**config.mk**
```make
export PLATFORM = sky130hd
export DESIGN_NAME = kamikaze_compress_encoder_flat
export DESIGN_NICKNAME = d
export VERILOG_FILES = /design/src/rtl/kamikaze_compress_encoder_if.sv /design/src/rtl/kamikaze_compress_encoder.sv /design/src/flat_wrapper.sv
export SDC_FILE = /design/constraint.sdc
export NUM_CORES = 1
export LEC_CHECK = 0
export BUFFER_PORTS_ARGS = -buffer_cell sky130_fd_sc_hd__buf_2
export CORE_MARGIN = 5
export CORE_UTILIZATION = 55
export DETAILED_ROUTE_END_ITERATION = 10
export PLACE_DENSITY = 0.81
export SLEW_MARGIN = 5
export SYNTH_ARGS = -nofsm -noshare
export SYNTH_HDL_FRONTEND = slang
export SYNTH_SLANG_ARGS = --single-unit
```
**constraint.sdc**
```tcl
create_clock -name clk -period 2.7 [get_ports clk]
set_input_delay 0.54 -clock clk [delete_from_list [all_inputs] [get_ports clk]]
set_output_delay 0.54 -clock clk [all_outputs]
set_load 0.01 [all_outputs]
```
**src/rtl/kamikaze_compress_encoder_if.sv**
```systemverilog
// Handshake bundle for kamikaze_compress_encoder.
// The slave modport is the encoder's view; master is the producer/consumer side.
interface kamikaze_compress_encoder_if;
    logic        in_valid_i;
    logic        in_ready_o;
    logic [31:0] instr_i;
    logic        flush_i;
    logic        out_valid_o;
    logic        out_ready_i;
    logic [31:0] word_o;
    logic [15:0] comp_cnt_o;

    modport slave (
        input  in_valid_i, instr_i, flush_i, out_ready_i,
        output in_ready_o, out_valid_o, word_o, comp_cnt_o
    );

    modport master (
        output in_valid_i, instr_i, flush_i, out_ready_i,
        input  in_ready_o, out_valid_o, word_o, comp_cnt_o
    );
endinterface

```
**src/rtl/kamikaze_compress_encoder.sv**
```systemverilog
// kamikaze_compress_encoder: compresses RV32I instructions to RVC where a
// bit-exact 16-bit form exists and packs the resulting stream into 32-bit
// words through a one-halfword pending register.
// Optional feature macro: KMKZ_COMP_CTRL_EN -- when defined, jal x0/x1 and
// beq/bne rs1',x0 are also compressed (c.j/c.jal, c.beqz/c.bnez).
module kamikaze_compress_encoder (
    input logic                         clk,
    input logic                         rst_n,
    kamikaze_compress_encoder_if.slave  bus
);

    localparam int DATA_W = 32;
    localparam int HALF_W = DATA_W / 2;

    typedef enum logic {EMPTY = 1'b0, HALF = 1'b1} state_e;

    typedef struct packed {
        logic              ok;
        logic [HALF_W-1:0] c;
    } comp_t;

    // Saturating increment for the compressed-instruction counter.
    function automatic logic [15:0] sat_inc(input logic [15:0] v);
        return (v == 16'hFFFF) ? v : v + 16'd1;
    endfunction

    // Returns the RVC form of w when one exists; first matching rule wins.
    function automatic comp_t compress(input logic [DATA_W-1:0] w);
        logic [6:0]         opc;
        logic [2:0]         f3;
        logic [6:0]         f7;
        logic [4:0]         rd, rs1, rs2;
        logic signed [11:0] i_imm, s_imm;
        logic               fit6, rd_c, rs1_c, rs2_c;
        logic               is_addi, is_add, is_lw, is_sw, is_jalr;
`ifdef KMKZ_COMP_CTRL_EN
        logic signed [12:0] b_imm;
        logic signed [20:0] j_imm;
`endif
        comp_t              r;
        opc     = w[6:0];
        f3      = w[14:12];
        f7      = w[31:25];
        rd      = w[11:7];
        rs1     = w[19:15];
        rs2     = w[24:20];
        i_imm   = $signed(w[31:20]);
        s_imm   = $signed({w[31:25], w[11:7]});
        fit6    = (i_imm >= -12'sd32) && (i_imm <= 12'sd31);
        rd_c    = (rd[4:3] == 2'b01);
        rs1_c   = (rs1[4:3] == 2'b01);
        rs2_c   = (rs2[4:3] == 2'b01);
        is_addi = (opc == 7'b0010011) && (f3 == 3'b000);
        is_add  = (opc == 7'b0110011) && (f3 == 3'b000) && (f7 == 7'b0000000);
        is_lw   = (opc == 7'b0000011) && (f3 == 3'b010);
        is_sw   = (opc == 7'b0100011) && (f3 == 3'b010);
        is_jalr = (opc == 7'b1100111) && (f3 == 3'b000);
`ifdef KMKZ_COMP_CTRL_EN
        b_imm   = $signed({w[31], w[7], w[30:25], w[11:8], 1'b0});
        j_imm   = $signed({w[31], w[19:12], w[20], w[30:21], 1'b0});
`endif
        r.ok = 1'b1;
        r.c  = '0;
        if (is_addi && rd == 5'd0 && rs1 == 5'd0 && i_imm == 12'sd0)
            r.c = 16'h0001;
        else if (is_addi && rd != 5'd0 && rs1 == rd && i_imm != 12'sd0 && fit6)
            r.c = {3'b000, i_imm[5], rd, i_imm[4:0], 2'b01};
        else if (is_addi && rd != 5'd0 && rs1 == 5'd0 && fit6)
            r.c = {3'b010, i_imm[5], rd, i_imm[4:0], 2'b01};
        else if (is_add && rd != 5'd0 && rs2 != 5'd0 && rs1 == 5'd0)
            r.c = {3'b100, 1'b0, rd, rs2, 2'b10};
        else if (is_add && rd != 5'd0 && rs2 != 5'd0 && rs1 == rd)
            r.c = {3'b100, 1'b1, rd, rs2, 2'b10};
        else if (is_lw && rd_c && rs1_c && i_imm[11:7] == 5'd0 && i_imm[1:0] == 2'd0)
            r.c = {3'b010, i_imm[5:3], rs1[2:0], i_imm[2], i_imm[6], rd[2:0], 2'b00};
        else if (is_sw && rs2_c && rs1_c && s_imm[11:7] == 5'd0 && s_imm[1:0] == 2'd0)
            r.c = {3'b110, s_imm[5:3], rs1[2:0], s_imm[2], s_imm[6], rs2[2:0], 2'b00};
        else if (is_lw && rs1 == 5'd2 && rd != 5'd0 && i_imm[11:8] == 4'd0 && i_imm[1:0] == 2'd0)
            r.c = {3'b010, i_imm[5], rd, i_imm[4:2], i_imm[7:6], 2'b10};
        else if (is_sw && rs1 == 5'd2 && s_imm[11:8] == 4'd0 && s_imm[1:0] == 2'd0)
            r.c = {3'b110, s_imm[5:2], s_imm[7:6], rs2, 2'b10};
        else if (is_jalr && rs1 != 5'd0 && i_imm == 12'sd0 && rd[4:1] == 4'd0)
            r.c = {3'b100, rd[0], rs1, 5'd0, 2'b10};
`ifdef KMKZ_COMP_CTRL_EN
        else if (opc == 7'b1101111 && rd[4:1] == 4'd0 &&
                 j_imm >= -21'sd2048 && j_imm <= 21'sd2046)
            r.c = {rd[0] ? 3'b001 : 3'b101, j_imm[11], j_imm[4], j_imm[9:8], j_imm[10],
                   j_imm[6], j_imm[7], j_imm[3:1], j_imm[5], 2'b01};
        else if (opc == 7'b1100011 && f3[2:1] == 2'b00 && rs2 == 5'd0 && rs1_c &&
                 b_imm >= -13'sd256 && b_imm <= 13'sd254)
            r.c = {2'b11, f3[0], b_imm[8], b_imm[4:3], rs1[2:0], b_imm[7:6],
                   b_imm[2:1], b_imm[5], 2'b01};
`endif
        else
            r.ok = 1'b0;
        return r;
    endfunction

    state_e            state_q, state_d;
    logic [HALF_W-1:0] p_q, p_d;
    logic [DATA_W-1:0] word_q, word_d;
    logic              out_valid_q, out_valid_d;
    logic [15:0]       cnt_q, cnt_d;
    logic              in_ready;
    logic              accept;
    comp_t             cmp;

    // Next-state for the packer: input acceptance wins over flush.
    always_comb begin
        in_ready    = !out_valid_q || bus.out_ready_i;
        accept      = bus.in_valid_i && in_ready;
        cmp         = compress(bus.instr_i);
        state_d     = state_q;
        p_d         = p_q;
        word_d      = word_q;
        out_valid_d = out_valid_q && !bus.out_ready_i;
        cnt_d       = cnt_q;
        if (accept) begin
            if (cmp.ok)
                cnt_d = sat_inc(cnt_q);
            if (state_q == EMPTY) begin
                if (cmp.ok) begin
                    p_d     = cmp.c;
                    state_d = HALF;
                end else begin
                    word_d      = bus.instr_i;
                    out_valid_d = 1'b1;
                end
            end else begin
                out_valid_d = 1'b1;
                if (cmp.ok) begin
                    word_d  = {cmp.c, p_q};
                    state_d = EMPTY;
                end else begin
                    word_d = {bus.instr_i[15:0], p_q};
                    p_d    = bus.instr_i[31:16];
                end
            end
        end else if (bus.flush_i && in_ready && state_q == HALF) begin
            // Pad the lone halfword with c.nop so the word stays decodable.
            word_d      = {16'h0001, p_q};
            out_valid_d = 1'b1;
            state_d     = EMPTY;
        end
    end

    // State and output registers; reset discards any pending halfword.
    always_ff @(posedge clk or negedge rst_n) begin
        if (!rst_n) begin
            state_q     <= EMPTY;
            p_q         <= '0;
            word_q      <= '0;
            out_valid_q <= 1'b0;
            cnt_q       <= '0;
        end else begin
            state_q     <= state_d;
            p_q         <= p_d;
            word_q      <= word_d;
            out_valid_q <= out_valid_d;
            cnt_q       <= cnt_d;
        end
    end

    assign bus.in_ready_o  = in_ready;
    assign bus.out_valid_o = out_valid_q;
    assign bus.word_o      = word_q;
    assign bus.comp_cnt_o  = cnt_q;

endmodule

```
**src/flat_wrapper.sv**
```systemverilog
// flat-port wrapper written by rule: the top's interface ports become plain ports
module kamikaze_compress_encoder_flat 
  (clk, rst_n, bus_in_valid_i, bus_instr_i, bus_flush_i, bus_out_ready_i, bus_in_ready_o, bus_out_valid_o, bus_word_o, bus_comp_cnt_o);
  kamikaze_compress_encoder_if bus_i ();
  input logic clk;
  input logic rst_n;
  input wire logic [$bits(bus_i.in_valid_i)-1:0] bus_in_valid_i;
  input wire logic [$bits(bus_i.instr_i)-1:0] bus_instr_i;
  input wire logic [$bits(bus_i.flush_i)-1:0] bus_flush_i;
  input wire logic [$bits(bus_i.out_ready_i)-1:0] bus_out_ready_i;
  output wire logic [$bits(bus_i.in_ready_o)-1:0] bus_in_ready_o;
  output wire logic [$bits(bus_i.out_valid_o)-1:0] bus_out_valid_o;
  output wire logic [$bits(bus_i.word_o)-1:0] bus_word_o;
  output wire logic [$bits(bus_i.comp_cnt_o)-1:0] bus_comp_cnt_o;
  assign bus_i.in_valid_i = bus_in_valid_i;
  assign bus_i.instr_i = bus_instr_i;
  assign bus_i.flush_i = bus_flush_i;
  assign bus_i.out_ready_i = bus_out_ready_i;
  assign bus_in_ready_o = bus_i.in_ready_o;
  assign bus_out_valid_o = bus_i.out_valid_o;
  assign bus_word_o = bus_i.word_o;
  assign bus_comp_cnt_o = bus_i.comp_cnt_o;
  kamikaze_compress_encoder u_core (.clk(clk), .rst_n(rst_n), .bus(bus_i));
endmodule
```
==> results of run 1 <==
## repair_timing
action,in CTS,in global routing
pin swaps,15,17
endpoints found under the setup margin,63,63
setup buffers,9,1
hold buffers,0,0
gates resized for setup,29,46
cloned,4,0
## metrics by stage
stage                     hold WS [ns]  area, sq um
after floorplan                  0.244         4220
after global placement           0.465         5470
after detailed placement         0.472         5470
after CTS                        0.263         5920
after global routing             0.295         6120
final                            0.235         6120
## routing by layer
layer	GRT usage	routed length (microns)
met4	0.234	1240
met1	0.459	6330
met5	0	0
met2	0.584	7990
met3	0.0899	2080
## synth_stat cells (all sizes together) (3+ instances only)
library cell and instances:
nor2b 5, a211o 3, nand3b 3, o31ai 3, a22o 6, o21ai 39
nand2 25, a211oi 5, nor3 8, clkbuf 22, mux2i 21, xnor2 18
a221o 12, or4 4, a2111oi 3, nor4 11, o32ai 3, nand4 7
and2 4, and4 3, o211ai 5, a21oi 19, inv 10, and3 8
buf 6, nor2 15, o22ai 5, dfrtp 66, o21a 5, nand3 37
mux2 18, a221oi 4
## layout make-up
type | count | share of cell area
clock buffer | 12 | 0.0253
clock inverter | 4 | 0.0121
inverter | 10 | 0.00613
multi-input combinational | 322 | 0.423
sequential | 66 | 0.270
tap | 99 | 0.0202
timing repair buffer | 208 | 0.244
## path summary, 6_finish.rpt
| kind | to | depth (start not counted) |
|---|---|---|
| setup reg to reg | u_core.bus.comp_cnt_o[6] | 9 |
| min in group clk | u_core.bus.comp_cnt_o[5] | 1 |
| hold / removal | u_core.bus.word_o[3] | 1 |
| hold reg to reg | u_core.bus.comp_cnt_o[5] | 1 |
| setup / recovery | u_core.p_q[12] | 11 |
| max in group asynchronous | u_core.p_q[4] | 2 |
## sequential cells by signal, summed over array words and instances (netlist names)
| register | cells |
|---|---|
| u_core.bus.word_o | 32 |
| u_core.bus.comp_cnt_o | 16 |
| u_core.bus.out_valid_o | 1 |
| u_core.state_q | 1 |
| u_core.p_q | 16 |
## power by group through the flow
stage	Sequential (mW)	Combinational [mW]	Clock, mW
after floorplan	1.12	0.165	0
after global placement	1.09	0.431	0
after detailed placement	1.10	0.446	0
after CTS	1.08	0.484	0.973
after global routing	1.09	0.562	1.03
final	1.08	0.534	0.983
## critical path, cell delays in order
cell and delay [ns]:
sky130_fd_sc_hd__buf_8 0.10, sky130_fd_sc_hd__or4_4 0.55, sky130_fd_sc_hd__or4_4 0.54, sky130_fd_sc_hd__nor4b_4 0.21
sky130_fd_sc_hd__buf_4 0.18, sky130_fd_sc_hd__buf_6 0.10, sky130_fd_sc_hd__a21oi_4 0.04, sky130_fd_sc_hd__nand3_4 0.10
sky130_fd_sc_hd__mux2i_4 0.25, sky130_fd_sc_hd__buf_12 0.19, sky130_fd_sc_hd__mux2_4 0.31
## kinds of logic (layout without fill, tap and decap cells)
group,count (synthesis),after routing,share of synthesized area
simple gates,142,144,0.198
fa+ha+maj,1,1,0.00305
flops,66,66,0.402
buf+inv,38,234,0.0411
compound gates,118,118,0.204
xor+xnor,20,20,0.0427
mux,39,39,0.110
==> results.sh, run 1 <==
export IMPL_drv_max_cap_violation_count=0
export IMPL_grt_overflow_total=0
export IMPL_power_total_mw=2.60
export IMPL_detail_route_drc_violations=0
export IMPL_power_ir_vdd_worst_v=0.000280
export IMPL_max_freq_ghz=0.344
export IMPL_synth_area_leaders="sky130_fd_sc_hd__dfrtp_1 (40%), sky130_fd_sc_hd__mux2i_1 (4.9%), sky130_fd_sc_hd__o21ai_0 (4.6%), sky130_fd_sc_hd__nand3_1 (4.3%), sky130_fd_sc_hd__xnor2_1 (3.8%)"
export IMPL_min_period_over_period=1.08
export IMPL_clockPowerShare=0.379
export IMPL_power_net_switching_mw=0.746
export IMPL_share_seq_of_total_power=0.416
export IMPL_cts_buffer_depth=2
export IMPL_cts_htree_levels=3
export IMPL_layout_cells_most_common_list="sky130_fd_sc_hd__buf_4 (104), sky130_fd_sc_hd__buf_2 (84), sky130_fd_sc_hd__dfrtp_1 (66)"
export IMPL_fin_cells=721
export IMPL_leakagePower_nw=2.94
export IMPL_synth_fp_nets=462
export IMPL_top_level_ports=87
export IMPL_worstReg2RegStart="u_core.bus.comp_cnt_o[8]"
export IMPL_area_growth_syn_to_layout_pct=49.2
export IMPL_post_place_ws_ns=-0.545
export IMPL_outcome="finished, violations left"
export IMPL_final_critical_path_setup_slack_ns=-0.206
export IMPL_place_detailed_hpwl_microns=11800
export IMPL_tritoncts="built"
export IMPL_grt_setup_unrepaired="true"
export IMPL_pin_count_of_the_biggest_net_entering_global_routing=38
export IMPL_grtUsageTotal=0.372
export IMPL_grt_first_pass_wirelength_microns=25600
export IMPL_seqCellArea_sq_mm=0.00165
export IMPL_clk_root_buffer_cell="sky130_fd_sc_hd__clkbuf_8"
export IMPL_timing_critical_path_from_type="input port"
export IMPL_synth_seq_area_share=0.402
export IMPL_layout_min_cycle_time_ns=2.91
export IMPL_die_area_sq_mm=0.00929
export IMPL_placed_cells_incl_taps=692
export IMPL_worst_skew_pair_late_latency_ns=0.35
export IMPL_avgSynthCellArea_sq_um=9.68
export IMPL_route_detailed_wl_per_inst_microns=24.5
export IMPL_worst_path_max_fanout=14
export IMPL_fraction_of_post_synthesis_cell_area_in_the_top_cell_type_by_area=0.402
export IMPL_core_occupancy_in_the_finished_layout=0.844
export IMPL_failed_checks="setup timing"
export IMPL_die_height_microns=96.4
export IMPL_power_share_switching=0.287
export IMPL_asyncSetResetFlopFracSynth=1.00
export IMPL_detailed_routing_iteration_count_for_the_pre_antenna_repair_pass=5
export IMPL_drt_iter0_drc=509
export IMPL_netlist_area_sq_mm=0.00411
export IMPL_count_of_yosys_warnings_during_synthesis=0
export IMPL_dieWidth_microns=96.4
export IMPL_worstHoldPathType="in2async"
export IMPL_fp_row_count=31
export IMPL_p_comb_frac=0.205
export IMPL_route_vias_total=4808
export IMPL_synth_cell_types=57
export IMPL_number_of_clock_sinks_seen_by_cts=66
export IMPL_yosysTopAreaCell="sky130_fd_sc_hd__dfrtp_1"
export IMPL_final_net_count=655
export IMPL_power_density_of_the_placed_cells_mw_per_mm2=424
export IMPL_setup_worst_path_class="in2reg"
export IMPL_antenna_found_initial=0
export IMPL_fillers=387
export IMPL_final_setup_violating_endpoints=52
export IMPL_final_max_slew_violation_count=0
export IMPL_hold_violations=0
export IMPL_design_core_area_sq_mm=0.00725
export IMPL_endpoint_kind="flip-flop"
export IMPL_clk_pin_slew_ns=0.08
export IMPL_gp_routability_congestion=1.03
export IMPL_insertedDiodeCount=0
export IMPL_initial_core_util=0.566
export IMPL_detail_route_antenna_nets=0
export IMPL_synthFlopType="sky130_fd_sc_hd__dfrtp_1"
export IMPL_netlist_instances=424
export IMPL_tightestPinTransition_ns=0.715
export IMPL_synth_edf_count=0
export IMPL_cp_arrival_ns=3.14
export IMPL_detail_route_wirelength_microns=17600
export IMPL_routed_via_density=6.67
export IMPL_regToRegSetupSlack_ns=0.38
export IMPL_setup_tns_ns=-5.75
export IMPL_fraction_of_final_layout_cells_sized_beyond_drive_strength_1=0.482
export IMPL_layout_cells_most_common="sky130_fd_sc_hd__buf_4"
export IMPL_tritoncts_num_buffers=9
export IMPL_crit_start="bus_instr_i[8]"
export IMPL_worst_endpoint_required_ns=2.93
export IMPL_grt_pass1_vias=4785
export IMPL_buffer_ports_inserted=86
export IMPL_ys_ff_latch=66
export IMPL_multi_input_comb_area_sq_mm=0.00259
export IMPL_worst_slew_margin_rel=0.523
export IMPL_internal_power_mw=1.85
export IMPL_clock_skew_final_ns=0.00789
No activity file was read; power rests on OpenSTA's default activity.
==> run 2, diff against run 1 <==
CORE_ASPECT_RATIO = 0.75   (was not set)
REMOVE_ABC_BUFFERS = 1   (was not set)
==> run 2 against run 1 <==
Effect of this change:
- the flow still finishes with violations (setup timing)
- power is 6.1% lower
- setup slack improved by 0.15 ns
- global-route usage down 2.3 points
- critical path depth down 1
==> results.sh, run 2 (synthesis results as in run 1) <==
export IMPL_outcome="finished, violations left"
export IMPL_failed_checks="setup timing"
export IMPL_tritoncts_num_buffers=9
export IMPL_route_vias_total=4681
export IMPL_design_core_area_sq_mm=0.00730
export IMPL_fraction_of_final_layout_cells_sized_beyond_drive_strength_1=0.446
export IMPL_final_design_area_no_fill_sq_mm=0.00591
export IMPL_max_freq_ghz=0.362
export IMPL_placement_cell_area_sq_mm=0.00539
export IMPL_worst_path_max_delay_cell="sky130_fd_sc_hd__or4_4"
export IMPL_cts_buffer_depth=2
export IMPL_buffer_ports_inserted=86
export IMPL_worstReg2RegStart="u_core.bus.comp_cnt_o[8]"
export IMPL_regToRegSetupSlack_ns=0.40
export IMPL_power_ir_vdd_worst_v=0.000295
export IMPL_groute_layer_met2_usage=0.512
export IMPL_largest_register_ffs=32
export IMPL_route_detailed_wl_per_inst_microns=23.1
export IMPL_power_net_switching_mw=0.723
export IMPL_tightestPinTransition_ns=0.764
export IMPL_endpoint_kind="flip-flop"
export IMPL_min_period_over_period=1.02
export IMPL_timing_critical_path_from_type="input port"
export IMPL_internal_power_mw=1.71
export IMPL_gp_routability_congestion=0.994
export IMPL_grt_pass1_vias=4515
export IMPL_power_density_of_the_placed_cells_mw_per_mm2=413
export IMPL_cts_hold_fix_buffers=0
export IMPL_cp_arrival_ns=2.99
export IMPL_tritoncts="built"
export IMPL_cts_htree_levels=3
export IMPL_clk_root_buffer_cell="sky130_fd_sc_hd__clkbuf_8"
export IMPL_grt_setup_unrepaired="true"
export IMPL_worst_slew_margin_rel=0.491
export IMPL_clock_skew_final_ns=0.00907
export IMPL_fillers=475
export IMPL_cp_num_buf_inv=3
export IMPL_grt_first_pass_wirelength_microns=24600
export IMPL_final_max_slew_violation_count=0
export IMPL_routed_via_density=6.50
export IMPL_use_met1=0.506
export IMPL_setup_worst_path_class="in2reg"
export IMPL_detail_route_wirelength_microns=16600
export IMPL_detail_route_drc_violations=0
export IMPL_antenna_found_initial=0
export IMPL_worst_path_max_fanout=10
export IMPL_grt_util_met3=0.0852
export IMPL_core_occupancy_in_the_finished_layout=0.810
export IMPL_power_share_switching=0.297
export IMPL_worstHoldPathType="in2async"
export IMPL_final_critical_path_setup_slack_ns=-0.0597
export IMPL_crit_family="simple AND/OR/NAND/NOR gates"
export IMPL_dieWidth_microns=110
export IMPL_grt_most_used_layer="met2"
export IMPL_worst_skew_pair_late_latency_ns=0.35
export IMPL_clockPowerShare=0.361
export IMPL_share_seq_of_total_power=0.442
export IMPL_placed_cells_incl_taps=693
export IMPL_initial_core_util=0.563
export IMPL_detail_route_antenna_nets=0
export IMPL_fin_cells=720
export IMPL_final_setup_violating_endpoints=30
export IMPL_area_growth_syn_to_layout_pct=44.0
export IMPL_clk_pin_slew_ns=0.08
export IMPL_drt_iter0_drc=497
export IMPL_detailed_routing_iteration_count_for_the_pre_antenna_repair_pass=5
export IMPL_top_level_ports=87
export IMPL_layout_cells_most_common_list="sky130_fd_sc_hd__buf_4 (110), sky130_fd_sc_hd__buf_2 (83), sky130_fd_sc_hd__dfrtp_1 (66)"
export IMPL_worst_endpoint_required_ns=2.93
export IMPL_final_net_count=652
export IMPL_p_comb_frac=0.197
export IMPL_die_height_microns=84.8
export IMPL_insertedDiodeCount=0
export IMPL_layout_min_cycle_time_ns=2.76
export IMPL_die_area_sq_mm=0.00931
export IMPL_leakagePower_nw=2.83
export IMPL_fp_row_count=27
export IMPL_hold_violations=0
export IMPL_grt_overflow_total=0
export IMPL_grtUsageTotal=0.349
export IMPL_slowest_stage_delay_on_critical_path_ns=0.56
export IMPL_place_detailed_hpwl_microns=11700
export IMPL_drv_max_cap_violation_count=0
export IMPL_layout_cells_most_common="sky130_fd_sc_hd__buf_4"
export IMPL_crit_start="bus_instr_i[21]"
export IMPL_path_cells="buf_6 > or4_4 > nor4bb_2 > buf_4 > and3_4 > o211ai_1 > nand3_4 > mux2i_4 > buf_12 > mux2_4"
export IMPL_number_of_clock_sinks_seen_by_cts=66
export IMPL_pin_count_of_the_biggest_net_entering_global_routing=38
[run 2: cell types whose count changed in the layout (fill, tap and decap cells not counted), moves of 3 or more]
cell and delta:
sky130_fd_sc_hd__o21ai_2 -15, sky130_fd_sc_hd__o21ai_0 +14, sky130_fd_sc_hd__buf_4 +6, sky130_fd_sc_hd__nand3_1 +4, sky130_fd_sc_hd__and2_4 -3, sky130_fd_sc_hd__nand3_2 -3
sky130_fd_sc_hd__nor4_1 -3, sky130_fd_sc_hd__o21ai_1 +3
[run 2: repair_timing]
item                                    CTS  global route
pin swaps                                 8             4
endpoints found under the hold margin     0             0
endpoints found under the setup margin   53            63
buffers inserted                          3             7
gates cloned                              0             1
resized for setup                        16            41
[run 2: worst reg2reg max path: cells and delay by family (launching register included)]
kind	cells	cell delay [ns]
buffers and inverters	1	0.16
multiplexers	1	0.33
AND/OR/NAND/NOR	3	0.79
flip-flops	1	0.44
AO/OA/AOI/OAI	2	0.49
[run 2: worst paths after layout]
kind	endpoint	cells after the start
min in group clk	u_core.bus.word_o[5]	2
hold reg to reg	u_core.bus.word_o[5]	2
hold / removal	u_core.bus.word_o[1]	1
setup reg to reg	u_core.bus.comp_cnt_o[1]	7
max in group asynchronous	u_core.bus.word_o[10]	2
setup / recovery	u_core.p_q[2]	10
[run 2: power groups by stage]
stage                     logic, mW  clock network, mW  registers (mW)
final                         0.479              0.881            1.08
after global routing          0.507              0.933            1.08
after CTS                     0.447              0.884            1.08
after global placement        0.425                  0            1.09
after floorplan               0.129                  0            1.12
after detailed placement      0.436                  0            1.09
[run 2: layout make-up]
type,count,area [sq um],area share
Multi-Input combinational cell,320,2460,0.417
Sequential cell,66,1650,0.279
Timing Repair Buffer,207,1430,0.242
Clock buffer,11,141,0.0239
Tap cell,101,126,0.0214
Clock inverter,5,61.3,0.0104
Inverter,10,37.5,0.00635
[run 2: per-stage QoR]
step | setup slack [ns] | hold WS (ns) | total power [mW] | TNS (ns)
2_1_floorplan | -1.02 | 0.244 | 1.25 | -47.24
6_report | -0.0597 | 0.256 | 2.44 | -1.04
3_5_place_dp | -0.552 | 0.487 | 1.53 | -27.82
5_1_grt | -0.0896 | 0.300 | 2.52 | -2.04
3_3_place_gp | -0.497 | 0.471 | 1.52 | -24.77
4_1_cts | -0.0221 | 0.258 | 2.41 | -0.102
[run 2: layer usage]
metal	vias up	wire length, microns
li1	1997	-
met1	2274	6660
met2	372	7540
met3	38	2060
met4	0	359
met5	-	0
==> run 3, diff against run 2 <==
CELL_PAD_IN_SITES_DETAIL_PLACEMENT = 0   (was not set)
CELL_PAD_IN_SITES_GLOBAL_PLACEMENT = 1   (was not set)
CORE_UTILIZATION = 42   (was 55)
CTS_CLUSTER_SIZE = 40   (was not set)
==> run 3 against run 2 <==
Effect of this change:
- the run still ends with setup timing left
- critical endpoint is now u_core.bus.word_o[23]
- highest routed layer unchanged
- core utilization down 15 points
- register-to-register slack improved by 0.02 ns
- via count down 5.3%
- maximum frequency decreased by 4.5%
- final cell count increased by 5.1%
- non-clock buffer count up 6
- critical path depth unchanged
==> results.sh, run 3 (synthesis results as in run 1) <==
export IMPL_crit_start="bus_instr_i[11]"
export IMPL_grt_overflow_total=0
export IMPL_routed_via_density=5.85
export IMPL_initial_core_util=0.427
export IMPL_antenna_found_initial=0
export IMPL_final_design_area_no_fill_sq_mm=0.00636
export IMPL_placed_cells_incl_taps=726
export IMPL_core_occupancy_in_the_finished_layout=0.662
export IMPL_pin_count_of_the_biggest_net_entering_global_routing=38
export IMPL_cp_arrival_ns=3.10
export IMPL_number_of_clock_sinks_seen_by_cts=66
export IMPL_top_level_ports=87
export IMPL_final_critical_path_setup_slack_ns=-0.190
export IMPL_place_detailed_hpwl_microns=11700
export IMPL_power_ir_vdd_worst_v=0.000291
export IMPL_insertedDiodeCount=0
export IMPL_detailed_routing_iteration_count_for_the_pre_antenna_repair_pass=5
export IMPL_worstReg2RegStart="u_core.bus.comp_cnt_o[7]"
export IMPL_grt_pass1_vias=4483
export IMPL_grt_setup_unrepaired="true"
export IMPL_area_growth_syn_to_layout_pct=55.0
export IMPL_clock_skew_final_ns=0.00794
export IMPL_fraction_of_final_layout_cells_sized_beyond_drive_strength_1=0.498
export IMPL_failed_checks="setup timing"
export IMPL_clk_root_buffer_cell="sky130_fd_sc_hd__clkbuf_16"
export IMPL_final_max_slew_violation_count=0
export IMPL_grtUsageTotal=0.284
export IMPL_setup_worst_path_class="in2reg"
export IMPL_min_period_over_period=1.07
export IMPL_buffer_ports_inserted=86
export IMPL_dieWidth_microns=124
export IMPL_final_net_count=658
export IMPL_final_setup_violating_endpoints=58
export IMPL_fillers=788
export IMPL_hold_violations=0
export IMPL_detail_route_wirelength_microns=16300
export IMPL_largest_register_ffs=32
export IMPL_layout_min_cycle_time_ns=2.89
export IMPL_fp_row_count=31
export IMPL_timing_critical_path_from_type="input port"
export IMPL_drt_iter0_drc=406
export IMPL_route_vias_total=4432
export IMPL_tightestPinTransition_ns=0.563
export IMPL_detail_route_antenna_nets=0
export IMPL_worstHoldPathType="in2async"
export IMPL_die_height_microns=95.6
export IMPL_worst_slew_margin_rel=0.624
export IMPL_layout_cells_most_common="sky130_fd_sc_hd__buf_4"
export IMPL_design_core_area_sq_mm=0.00962
export IMPL_clk_pin_slew_ns=0.06
export IMPL_cts_htree_levels=3
export IMPL_worst_skew_pair_late_latency_ns=0.33
export IMPL_worst_endpoint_required_ns=2.91
export IMPL_power_density_of_the_placed_cells_mw_per_mm2=450
export IMPL_route_detailed_wl_per_inst_microns=21.6
export IMPL_max_freq_ghz=0.346
export IMPL_tritoncts="built"
export IMPL_endpoint_kind="flip-flop"
export IMPL_leakagePower_nw=3.04
export IMPL_fin_cells=757
export IMPL_die_area_sq_mm=0.0119
export IMPL_drv_max_cap_violation_count=0
export IMPL_layout_cells_most_common_list="sky130_fd_sc_hd__buf_4 (110), sky130_fd_sc_hd__buf_2 (84), sky130_fd_sc_hd__dfrtp_1 (66)"
export IMPL_placement_cell_area_sq_mm=0.00544
export IMPL_grt_first_pass_wirelength_microns=25200
export IMPL_outcome="finished, violations left"
export IMPL_gp_routability_congestion=0.921
export IMPL_detail_route_drc_violations=0
export IMPL_tritoncts_num_buffers=9
export IMPL_worst_path_max_fanout=7
export IMPL_cts_buffer_depth=2
run 3: changes by cell type in the layout (fill, tap and decap cells not counted), sizes merged:
| cell | before | now |
|---|---|---|
| buf | 207 | 213 |
| bufinv | 1 | 2 |
| clkinv | 3 | 1 |
| inv | 11 | 12 |
run 3: layout make-up:
cell class / count / area, sq um / share of cell area
clock buffer: 11 / 233 / 0.0366
clock inverter: 5 / 86.3 / 0.0136
inverter: 10 / 37.5 / 0.00590
multi-input combinational: 320 / 2650 / 0.416
sequential: 66 / 1650 / 0.259
tap: 132 / 165 / 0.0259
timing repair buffer: 213 / 1540 / 0.243
run 3: where the power goes:
part	switching, mW	internal (mW)
Combinational	0.282	0.238
Clock	0.451	0.818
Sequential	0.0301	1.05
run 3: worst paths after layout:
kind | to | slack, ns | cells after the start
max | u_core.bus.word_o[23] | -0.19 | 10
min | u_core.bus.word_o[0] | 0.20 | 1
max reg2reg | u_core.bus.comp_cnt_o[1] | 0.42 | 7
min reg2reg | u_core.bus.word_o[9] | 0.50 | 2
max in group asynchronous | u_core.p_q[10] | 1.79 | 2
min in group clk | u_core.bus.word_o[9] | 0.50 | 2
run 3: repair_timing:
item / in CTS / in global routing
pin swaps: 32 / 15
hold buffers: 0 / 0
resized for setup: 81 / 36
setup buffers: 8 / 3
gates cloned: 5 / 0
endpoints found under the setup margin: 65 / 66
run 3: worst max-delay path, stage by stage:
cell and delay [ns]:
sky130_fd_sc_hd__buf_6 0.09, sky130_fd_sc_hd__or4_4 0.57, sky130_fd_sc_hd__buf_4 0.17, sky130_fd_sc_hd__o21ai_4 0.16, sky130_fd_sc_hd__a211oi_4 0.10, sky130_fd_sc_hd__a2111oi_4 0.48, sky130_fd_sc_hd__nand3_2 0.18, sky130_fd_sc_hd__and2_4 0.29
sky130_fd_sc_hd__buf_12 0.16, sky130_fd_sc_hd__a221o_1 0.34
run 3: stage by stage:
stage                     TNS (ns)  power (mW)  hold WS, ns  setup slack [ns]
final                        -6.22        2.87        0.198            -0.190
after global placement      -33.52        1.52        0.471            -0.646
after CTS                    -4.23        2.87        0.206            -0.146
after detailed placement    -33.58        1.52        0.487            -0.673
after floorplan             -47.24        1.25        0.244             -1.02
after global routing         -8.58        2.97        0.244            -0.233
run 3: metal layers:
metal  share of wire  global-route usage  wire length, microns  vias to the layer above
met5               0                   0                     0                        -
met2            0.44               0.437                  7230                      201
li1                -                   -                     -                     2020
met3           0.070              0.0480                  1140                       23
met1            0.47               0.415                  7670                     2188
met4           0.018              0.0729                   291                        0
